`src/rtl/micro_sequencer.sv`:
```
// micro_sequencer
//
// Microcode sequencer for the control unit. It walks a 9-bit microcode
// address space ({opcode, step}) and decodes each 14-bit micro-instruction
// read from an asynchronous ROM into the control word that drives the ALU,
// memory, bus selectors and registers rax..rdx. It also handles opcode
// latching, end-of-instruction, halt and memory-wait stalls.
//
// Ports
//   clk                   in   system clock, all state on rising edge
//   rst                   in   asynchronous active-high reset
//   uword_i[13:0]         in   micro-instruction at uaddr_o (same cycle)
//   data_i[7:0]           in   data bus, opcode taken from data_i[5:0]
//   mem_ready_i           in   memory completes current READ/WRITE
//   uaddr_o[8:0]          out  current microcode address
//   alu_op_o[3:0]         out  ALU operation
//   alu_enable_o          out  high when alu_op_o is not ALU_NOP
//   memory_op_o[2:0]      out  NOP=0, READ=1, WRITE=2
//   data_word_selector_o  out  data word selector
//   bus_selector_o        out  0=MAR, 1=PC
//   rax_op_o..rdx_op_o    out  register op per register (2 bits each)
//   reset_o               out  high during the reset pulse state
//   halt_o                out  halt request / halted indication
//   control_unit_load_o   out  opcode is being loaded this cycle
//   next_instr_o          out  instruction ends this cycle

module micro_sequencer #(
    parameter int UADDR_WIDTH = 9,
    parameter int UWORD_WIDTH = 14
) (
    input  logic                   clk,
    input  logic                   rst,
    input  logic [UWORD_WIDTH-1:0] uword_i,
    input  logic [7:0]             data_i,
    input  logic                   mem_ready_i,
    output logic [UADDR_WIDTH-1:0] uaddr_o,
    output logic [3:0]             alu_op_o,
    output logic                   alu_enable_o,
    output logic [2:0]             memory_op_o,
    output logic                   data_word_selector_o,
    output logic                   bus_selector_o,
    output logic [1:0]             rax_op_o,
    output logic [1:0]             rbx_op_o,
    output logic [1:0]             rcx_op_o,
    output logic [1:0]             rdx_op_o,
    output logic                   reset_o,
    output logic                   halt_o,
    output logic                   control_unit_load_o,
    output logic                   next_instr_o
);

    typedef enum logic [1:0] {
        ST_RST_PULSE,
        ST_FETCH,
        ST_EXEC,
        ST_HALTED
    } state_e;

    typedef enum logic [2:0] {
        MEM_NOP   = 3'd0,
        MEM_READ  = 3'd1,
        MEM_WRITE = 3'd2
    } memory_op_e;

    typedef enum logic [1:0] {
        REG_NOP    = 2'd0,
        REG_LOAD   = 2'd1,
        REG_ENABLE = 2'd2
    } reg_op_e;

    typedef enum logic [1:0] {
        SEQ_CONT    = 2'd0,
        SEQ_END     = 2'd1,
        SEQ_HALT    = 2'd2,
        SEQ_LOAD_OP = 2'd3
    } seq_e;

    state_e     state, state_nxt;
    logic [2:0] step, step_nxt;
    logic [5:0] opcode, opcode_nxt;

    // Decoded micro-word fields
    logic [3:0] f_alu;
    logic [1:0] f_mem_raw;
    logic [2:0] f_mem;
    logic [1:0] f_reg_raw;
    logic [1:0] f_reg;
    logic [1:0] f_idx;
    logic [1:0] f_seq;
    logic       stall;
    logic       unused_data_bits;

    assign f_alu     = uword_i[13:10];
    assign f_mem_raw = uword_i[9:8];
    assign f_reg_raw = uword_i[5:4];
    assign f_idx     = uword_i[3:2];
    assign f_seq     = uword_i[1:0];

    // The reserved encoding 3 of both mem_op and reg_op collapses to NOP
    assign f_mem = (f_mem_raw == 2'd3) ? MEM_NOP : {1'b0, f_mem_raw};
    assign f_reg = (f_reg_raw == 2'd3) ? REG_NOP : f_reg_raw;

    // A memory access that the memory has not completed freezes the sequencer
    assign stall = ((f_mem == MEM_READ) || (f_mem == MEM_WRITE)) && !mem_ready_i;

    // Only the low six bits of the data bus carry an opcode
    assign unused_data_bits = ^data_i[7:6];

    // State, step and opcode registers; reset aborts anything in flight
    always_ff @(posedge clk or posedge rst) begin
        if (rst) begin
            state  <= ST_RST_PULSE;
            step   <= 3'd0;
            opcode <= 6'd0;
        end else begin
            state  <= state_nxt;
            step   <= step_nxt;
            opcode <= opcode_nxt;
        end
    end

    // Next-state logic and control word decode. In FETCH/EXEC the outputs
    // follow uword_i combinationally; seq actions only apply when not stalled,
    // so a stalled cycle simply repeats the same address and control word.
    always_comb begin
        state_nxt            = state;
        step_nxt             = step;
        opcode_nxt           = opcode;
        uaddr_o              = '0;
        alu_op_o             = 4'd0;
        alu_enable_o         = 1'b0;
        memory_op_o          = MEM_NOP;
        data_word_selector_o = 1'b0;
        bus_selector_o       = 1'b0;
        rax_op_o             = REG_NOP;
        rbx_op_o             = REG_NOP;
        rcx_op_o             = REG_NOP;
        rdx_op_o             = REG_NOP;
        reset_o              = 1'b0;
        halt_o               = 1'b0;
        control_unit_load_o  = 1'b0;
        next_instr_o         = 1'b0;

        case (state)
            ST_RST_PULSE: begin
                reset_o   = 1'b1;
                state_nxt = ST_FETCH;
                step_nxt  = 3'd0;
            end

            ST_HALTED: begin
                halt_o = 1'b1;
            end

            default: begin
                // The fetch routine lives in opcode slot 0
                if (state == ST_EXEC) begin
                    uaddr_o = {opcode, step};
                end else begin
                    uaddr_o = {6'd0, step};
                end

                alu_op_o             = f_alu;
                alu_enable_o         = (f_alu != 4'd0);
                memory_op_o          = f_mem;
                data_word_selector_o = uword_i[7];
                bus_selector_o       = uword_i[6];

                case (f_idx)
                    2'd0:    rax_op_o = f_reg;
                    2'd1:    rbx_op_o = f_reg;
                    2'd2:    rcx_op_o = f_reg;
                    default: rdx_op_o = f_reg;
                endcase

                if (!stall) begin
                    case (f_seq)
                        SEQ_CONT: begin
                            // Running off step 7 ends the instruction
                            if (step == 3'd7) begin
                                next_instr_o = 1'b1;
                                state_nxt    = ST_FETCH;
                                step_nxt     = 3'd0;
                            end else begin
                                step_nxt = step + 3'd1;
                            end
                        end
                        SEQ_END: begin
                            next_instr_o = 1'b1;
                            state_nxt    = ST_FETCH;
                            step_nxt     = 3'd0;
                        end
                        SEQ_HALT: begin
                            halt_o    = 1'b1;
                            state_nxt = ST_HALTED;
                            step_nxt  = 3'd0;
                        end
                        default: begin
                            // Opcode 0 is illegal and halts the machine
                            control_unit_load_o = 1'b1;
                            opcode_nxt          = data_i[5:0];
                            step_nxt            = 3'd0;
                            if (data_i[5:0] == 6'd0) begin
                                state_nxt = ST_HALTED;
                            end else begin
                                state_nxt = ST_EXEC;
                            end
                        end
                    endcase
                end
            end
        endcase
    end

endmodule

```
`config.mk`:
```
export PLATFORM = sky130hd
export DESIGN_NAME = micro_sequencer
export DESIGN_NICKNAME = d
export VERILOG_FILES = /design/src/rtl/micro_sequencer.sv
export SDC_FILE = /design/constraint.sdc
export NUM_CORES = 1
export LEC_CHECK = 0
export CORE_UTILIZATION = 33
export CTS_BUF_LIST = sky130_fd_sc_hd__clkbuf_8
export DETAILED_ROUTE_END_ITERATION = 8
export PLACE_DENSITY = 0.78
export RECOVER_POWER = 100
export SLEW_MARGIN = 30
export SYNTH_ARGS = -nofsm -noshare
export SYNTH_HDL_FRONTEND = slang
export SYNTH_SLANG_ARGS = --single-unit
export TNS_END_PERCENT = 30
```
`constraint.sdc`:
```
create_clock -name clk -period 1.7 [get_ports clk]
set_input_delay 0.17 -clock clk [delete_from_list [all_inputs] [get_ports clk]]
set_output_delay 0.17 -clock clk [all_outputs]
set_load 0.005 [all_outputs]
```
==> flow_summary.ini <==
[placement]
placedInstanceArea_um2 = 1489
dp.cells = 184
place.gp.congestion = 0.7797
hpwl_after_detailed_placement_mm = 1.927
placement.io_buffers = 52
place_worst_setup_slack_ns = -0.3641

[setup_path]
path_max_fanout = 7
reg2reg_slack_ns = -0.05
worst_endpoint_required_time_ns = 1.53
timing.rr.start = state[1]
crit_arrival_ns = 1.75
worst-r2r-cell-count = 7
crit_end = alu_op_o[3]
critical_path.startpoint_type = flop
worstSetupEndpointType = output pin
worstReg2RegEnd = opcode[0]
cp-startpoint = state[1]
worst-setup-path-type = reg2out

[synth]
yosys_register_bits = 11
synthesis.nets = 124
synth.cells.most_frequent = 11 x sky130_fd_sc_hd__and2_1, 11 x sky130_fd_sc_hd__dfrtp_1, 9 x sky130_fd_sc_hd__nor2_1
synth_enable_flop_cells = 0
yosysTopAreaCell = sky130_fd_sc_hd__dfrtp_1
syn_area_um2 = 852.1
post_synth_main_area_contributors = sky130_fd_sc_hd__dfrtp_1 32%, sky130_fd_sc_hd__mux2_4 11%, sky130_fd_sc_hd__ha_1 10%
netlist.area_leader.share_pct = 32.31
synth.lib_cells_used.distinct = 31
post_synth.cell_area_avg_um2 = 9.262
synth_top_flop_cell = sky130_fd_sc_hd__dfrtp_1
yosys_warn_count = 0
netlist_instances = 92
synth_sequential_area_ratio_pct = 32.31
synth-async-reset-ratio_pct = 100.0

[clock_tree]
cts_root_buf = sky130_fd_sc_hd__clkbuf_8
cts_tree = built
cts_buffers = 3
cts_max_level = 1
cts-hold-fix-buffers = 0
clkTransAtPathRegs_ns = 0.06
tritoncts_num_sinks = 11
max-clock-path-buffers = 2
clk-insertion-delay-late_ns = 0.25

[cells_and_area]
postLayoutCellArea_um2 = 1599
final_layout_size_suffix_gt1_share_pct = 37.20
layout.core_utilization_pct = 65.14
finish.net_count = 197
fillerInstances = 205
diodes = 0
area_delta_synth_final_pct = 87.66
fin_cells = 194

[flow_run]
cap_viol_max_count = 0

[global_route]
globalRoute.totalOverflow = 0
grt_start_max_net_pins = 12
globalRouteTotalUtil_pct = 20.25
grt_antenna_before_repair = 0
vias_in_the_first_global_route = 875
grt_pass1_wl_mm = 3.988

[timing]
crit_share_post_route_pct = 112.8
clock_skew_ns = 0.01071
setup_viol = 13
unrepaired_setup_endpoints_after_global_routing = true
final.setup.tns_ns = -1.109
layout_min_cycle_time_ns = 1.918
layout_setup_ws_ns = -0.2184
clock.fmax_mhz = 521.3
final-max-slew-violation-count = 0
timing_hold_violations_final = 0

[die]
die_area_um2 = 2789
row_count = 18
floorplan.initialDensity_pct = 34.71
io_pins = 56
die_h_um = 52.82
fp.coreArea_um2 = 2455
die_width_um = 52.82

[power]
static-leakage-power_uw = 0.0008551
ir_drop_v = 0.0008722
power_per_cell_area_nw_per_um2 = 1316

[drt]
dr.pass1.iters = 2
final_antenna_net_count = 0
routedWlPerCell_um = 14.44
drt-total-wl_mm = 2.801
route.detailed.drc = 0
number_of_vias_per_cell = 4.928
drt_iter0_drcs = 4
vias = 956

[outcome]
violated_checks = setup timing
status = complete, but fails checks

[min_path]
hold_path_class = in2async
## worst max-delay path, cell delays in order, from the launching register on
cell                              delay (ns)
sky130_fd_sc_hd__dfrtp_1                0.37
sky130_fd_sc_hd__inv_2                  0.07
sky130_fd_sc_hd__ha_4                   0.30
sky130_fd_sc_hd__buf_4                  0.14
sky130_fd_sc_hd__and2_1                 0.12
sky130_fd_sc_hd__clkdlybuf4s50_1        0.49
## sequential cells by signal, indices dropped and copies added (netlist names)
| name | flops |
|---|---|
| opcode | 6 |
| state | 2 |
| step | 3 |
## routing by layer
metal / routed length, um / vias up / global-route usage [%]
met5: 0 / - / 0
met1: 1093 / 449 / 21.58
met4: 40 / 0 / 7.895
met2: 1448 / 44 / 37.13
li1: - / 458 / -
met3: 218 / 5 / 5.507
## where the power goes
part / switching, uW / total, uW / internal (uW)
logic: 554 / 1380 / 826
registers: 71.9 / 443 / 371
clock network: 119 / 281 / 162
## stage by stage
step                hold WS (ns)  total power [uW]
floorplan                0.02244             990.2
global placement          0.4854              1627
detailed placement        0.4939              1673
CTS                       0.2254              2028
global route              0.3905              2239
finish                    0.3474              2104
## how the worst min path moves through the flow
stage | end | slack [ns] | cells after the start
finish | step[2] | 0.35 | 2
global route | step[0] | 0.39 | 2
CTS | step[0] | 0.23 | 2
detailed placement | opcode[3] | 0.49 | 1
global placement | step[0] | 0.49 | 2
floorplan | opcode[0] | 0.02 | 1
## timing repair
action / in CTS / in global routing
endpoints found under the setup margin: 36 / 37
setup buffers: 4 / 3
resized for setup: 44 / 36
pin swaps: 10 / 7
## kinds of logic (layout without fill, tap and decap cells)
logic type / count (synthesis) / after routing / share of synthesized area [%]
and+or+nand+nor: 44 / 44 / 29.22
buffers and inverters: 12 / 84 / 6.609
DFF: 11 / 11 / 32.30
muxes: 9 / 9 / 14.24
AOI/OAI and AO/OA: 8 / 8 / 6.902
adders and majority gates: 7 / 7 / 10.28
other: 1 / 1 / 0.4401
## cell type report
class	instances	area, um^2	area share (%)
multi-input cells	69	590.6	36.93
repair buffers	72	619.3	38.73
clock buffers	3	41.29	2.582
flip-flops and latches	11	275.3	17.21
well taps	30	37.54	2.347
clock inverters	1	5.005	0.3130
inverters	8	30.03	1.878
## cells in the final DEF, fill, tap and decap left out, drive strengths merged, types with 5 or more instances in the layout
cell type,instances
inv,8
dlymetal6s2s,5
mux2,7
and2,11
nor2,9
buf,23
nor3,5
and3,6
dfrtp,11
clkdlybuf4s50,24
ha,7
clkbuf,14
Power figures use the tool's default switching activity.
==> RTL edit: new RTL, same flow settings <==
Reset style: synchronous (`rst`), changed in one clocked block. Comments in the files are not updated.
--- a/src/rtl/micro_sequencer.sv
+++ b/src/rtl/micro_sequencer.sv
@@ -107,7 +107,7 @@
     assign unused_data_bits = ^data_i[7:6];
 
     // State, step and opcode registers; reset aborts anything in flight
-    always_ff @(posedge clk or posedge rst) begin
+    always_ff @(posedge clk) begin
         if (rst) begin
             state  <= ST_RST_PULSE;
             step   <= 3'd0;
Check against the original RTL: differs if rst is asserted again (counterexample within 4 cycles, from zero or initial values and one cycle with rst high); with rst held inactive, the same outputs for 10 cycles.
==> RTL edit against the original RTL <==
The run still ends with setup timing left. Worst hold slack improved by 0.14 ns. Non-clock buffer count up 4. Setup slack better by 0.12 ns. Final area fell by 0.39%. Count of clock-buffer cells in the layout stayed put. Routed wire length decreased by 7.2%. Area after synthesis fell by 2.8%. Core utilization rose by 4.2 points. Sequential cell count is the same.
Power is not compared: it rests on default switching activity, and its combinational part moved more than twofold at a synthesized area within 25%.
==> RTL edit: results (changes against the original RTL) <==
[run_status]
status=finished with violations
violations=setup timing

[sta]
skew_ns=0.00184  ; -0.00887 ns
setup_viol=3  ; -10
setup_ws_ns=-0.0945  ; +0.124 ns

[route]
drtIter0Drc=6  ; +2
wl_per_cell_microns=12.7  ; -12%
route.met2.wl_mm=1.35  ; -6.9%
num_vias=1014  ; +6.1%
wl_met1_mm=1.03  ; -5.4%
wl_met3_microns=181  ; -17%
dr.pass1.iters=4  ; +2

[setup_path]
crit_end=uaddr_o[0]
slowest_stage=dfxtp_2
r2r-start=step[0]$_SDFFE_PP0P_
slowest_delay_ns=0.33  ; -0.16 ns
rr_endpoint=step[0]$_SDFFE_PP0P_
rrSetupSlack_ns=0.07  ; +0.12 ns
startpoint=state[0]$_SDFFE_PP0P_
rr_worst_depth=5  ; -2
arrival_ns=1.62  ; -0.13 ns

[synthesis]
yosysSeqAreaShare=0.266  ; -0.0572
synthTopCellsByArea=dfxtp_1, ha_1, and2_1, mux2i_1, nor2_1
synth.distinct_cells=29  ; -6.5%
synth_compound_gate_area_share=0.110  ; +0.0413
syn_inst=102  ; +11%
syn-num-nets=134  ; +8.1%
synthMuxAreaShare=0.0861  ; -0.0563
netlist_top_cells_count=nor2_1, and2_1, dfxtp_1
async_flop_share=0  ; -1.00
synthXorXnorAreaFrac=0  ; unchanged
synthFlopType=dfxtp_1
synthAdderAreaFrac=0.106  ; +0.00295

[cells_and_area]
nFillCells=183  ; -11%
sh_seq_area=0.140  ; -0.0323
reg_top3=opcode (6), step (3), state (2)
regArea_sq_um=223  ; -19%
flops_and_latches=11  ; unchanged
buf_share=0.423  ; +0.0353
layout.cells.non_filler=205  ; +5.7%
inv_count=5  ; -3
multi_input_comb_cells=81  ; +17%
layout-drive-gt1-share=0.288  ; -0.0838
multi_input_area_sq_um=598  ; +1.3%
nNonClkBuffers=76  ; +5.6%
clk_share=0.0283  ; -0.000672

[global_routing]
antenna_found_initial=0  ; unchanged
grt_pass1_vias=959  ; +9.6%
use_met1=0.193  ; -0.0231
use_met2=0.389  ; +0.0176
use_met3=0.0497  ; -0.00536
grtUsageTotal=0.198  ; -0.00436
grt_pass1_wl_mm=4.00  ; +0.35%
grt_max_degree=13  ; +1

[min_path]
worstHoldPathType=flop to flop

[place]
gp_congestion=0.808  ; +3.6%
placedCellCount=194  ; +5.4%
hpwl_mm=1.99  ; +3.5%

[power]
peakVddDrop_v=0.000499

[RTL edit: changes by cell type after synthesis, sizes merged, moves of 2 or more]
cell,unedited run,this run
a21oi,0,3
clkbuf,2,4
dfrtp,11,0
dfxtp,0,11
inv,8,5
mux2,7,1
mux2i,2,6
nand2,4,2
nand4b,0,2
nor2,9,16
o21ai,2,5
or3,0,2
[RTL edit: per-stage QoR]
stage | power [mW] | TNS (ns) | setup WS (ns) | util | hold WS, ns
final | 0.901 | -0.132 | -0.0945 | 0.693 | 0.485
after global routing | 0.949 | -0.642 | -0.158 | 0.693 | 0.512
after CTS | 0.880 | -2.15 | -0.198 | 0.680 | 0.487
after detailed placement | 0.601 | -6.90 | -0.492 | 0.648 | 0.475
after global placement | 0.594 | -6.29 | -0.465 | 0.648 | 0.468
after floorplan | 0.403 | 0 | 0.0727 | - | 0.272
[RTL edit: worst min path at each step]
stage,slack [ns],end,cells past startpoint,from
after floorplan,0.27,state[1]$_SDFFE_PP0P_,1,rst
after global placement,0.47,opcode[1]$_SDFFE_PP0P_,2,opcode[1]$_SDFFE_PP0P_
after detailed placement,0.48,opcode[4]$_SDFFE_PP0P_,2,opcode[4]$_SDFFE_PP0P_
after CTS,0.49,opcode[4]$_SDFFE_PP0P_,2,opcode[4]$_SDFFE_PP0P_
after global routing,0.51,step[2]$_SDFFE_PP0P_,2,step[2]$_SDFFE_PP0P_
final,0.48,opcode[2]$_SDFFE_PP0P_,2,opcode[2]$_SDFFE_PP0P_
[RTL edit: what timing repair did]
action / CTS / global route
cloned: 0 / 0
gates resized for setup: 36 / 37
pin swaps: 9 / 4
buffers inserted: 2 / 5
endpoints found under the setup margin: 33 / 25
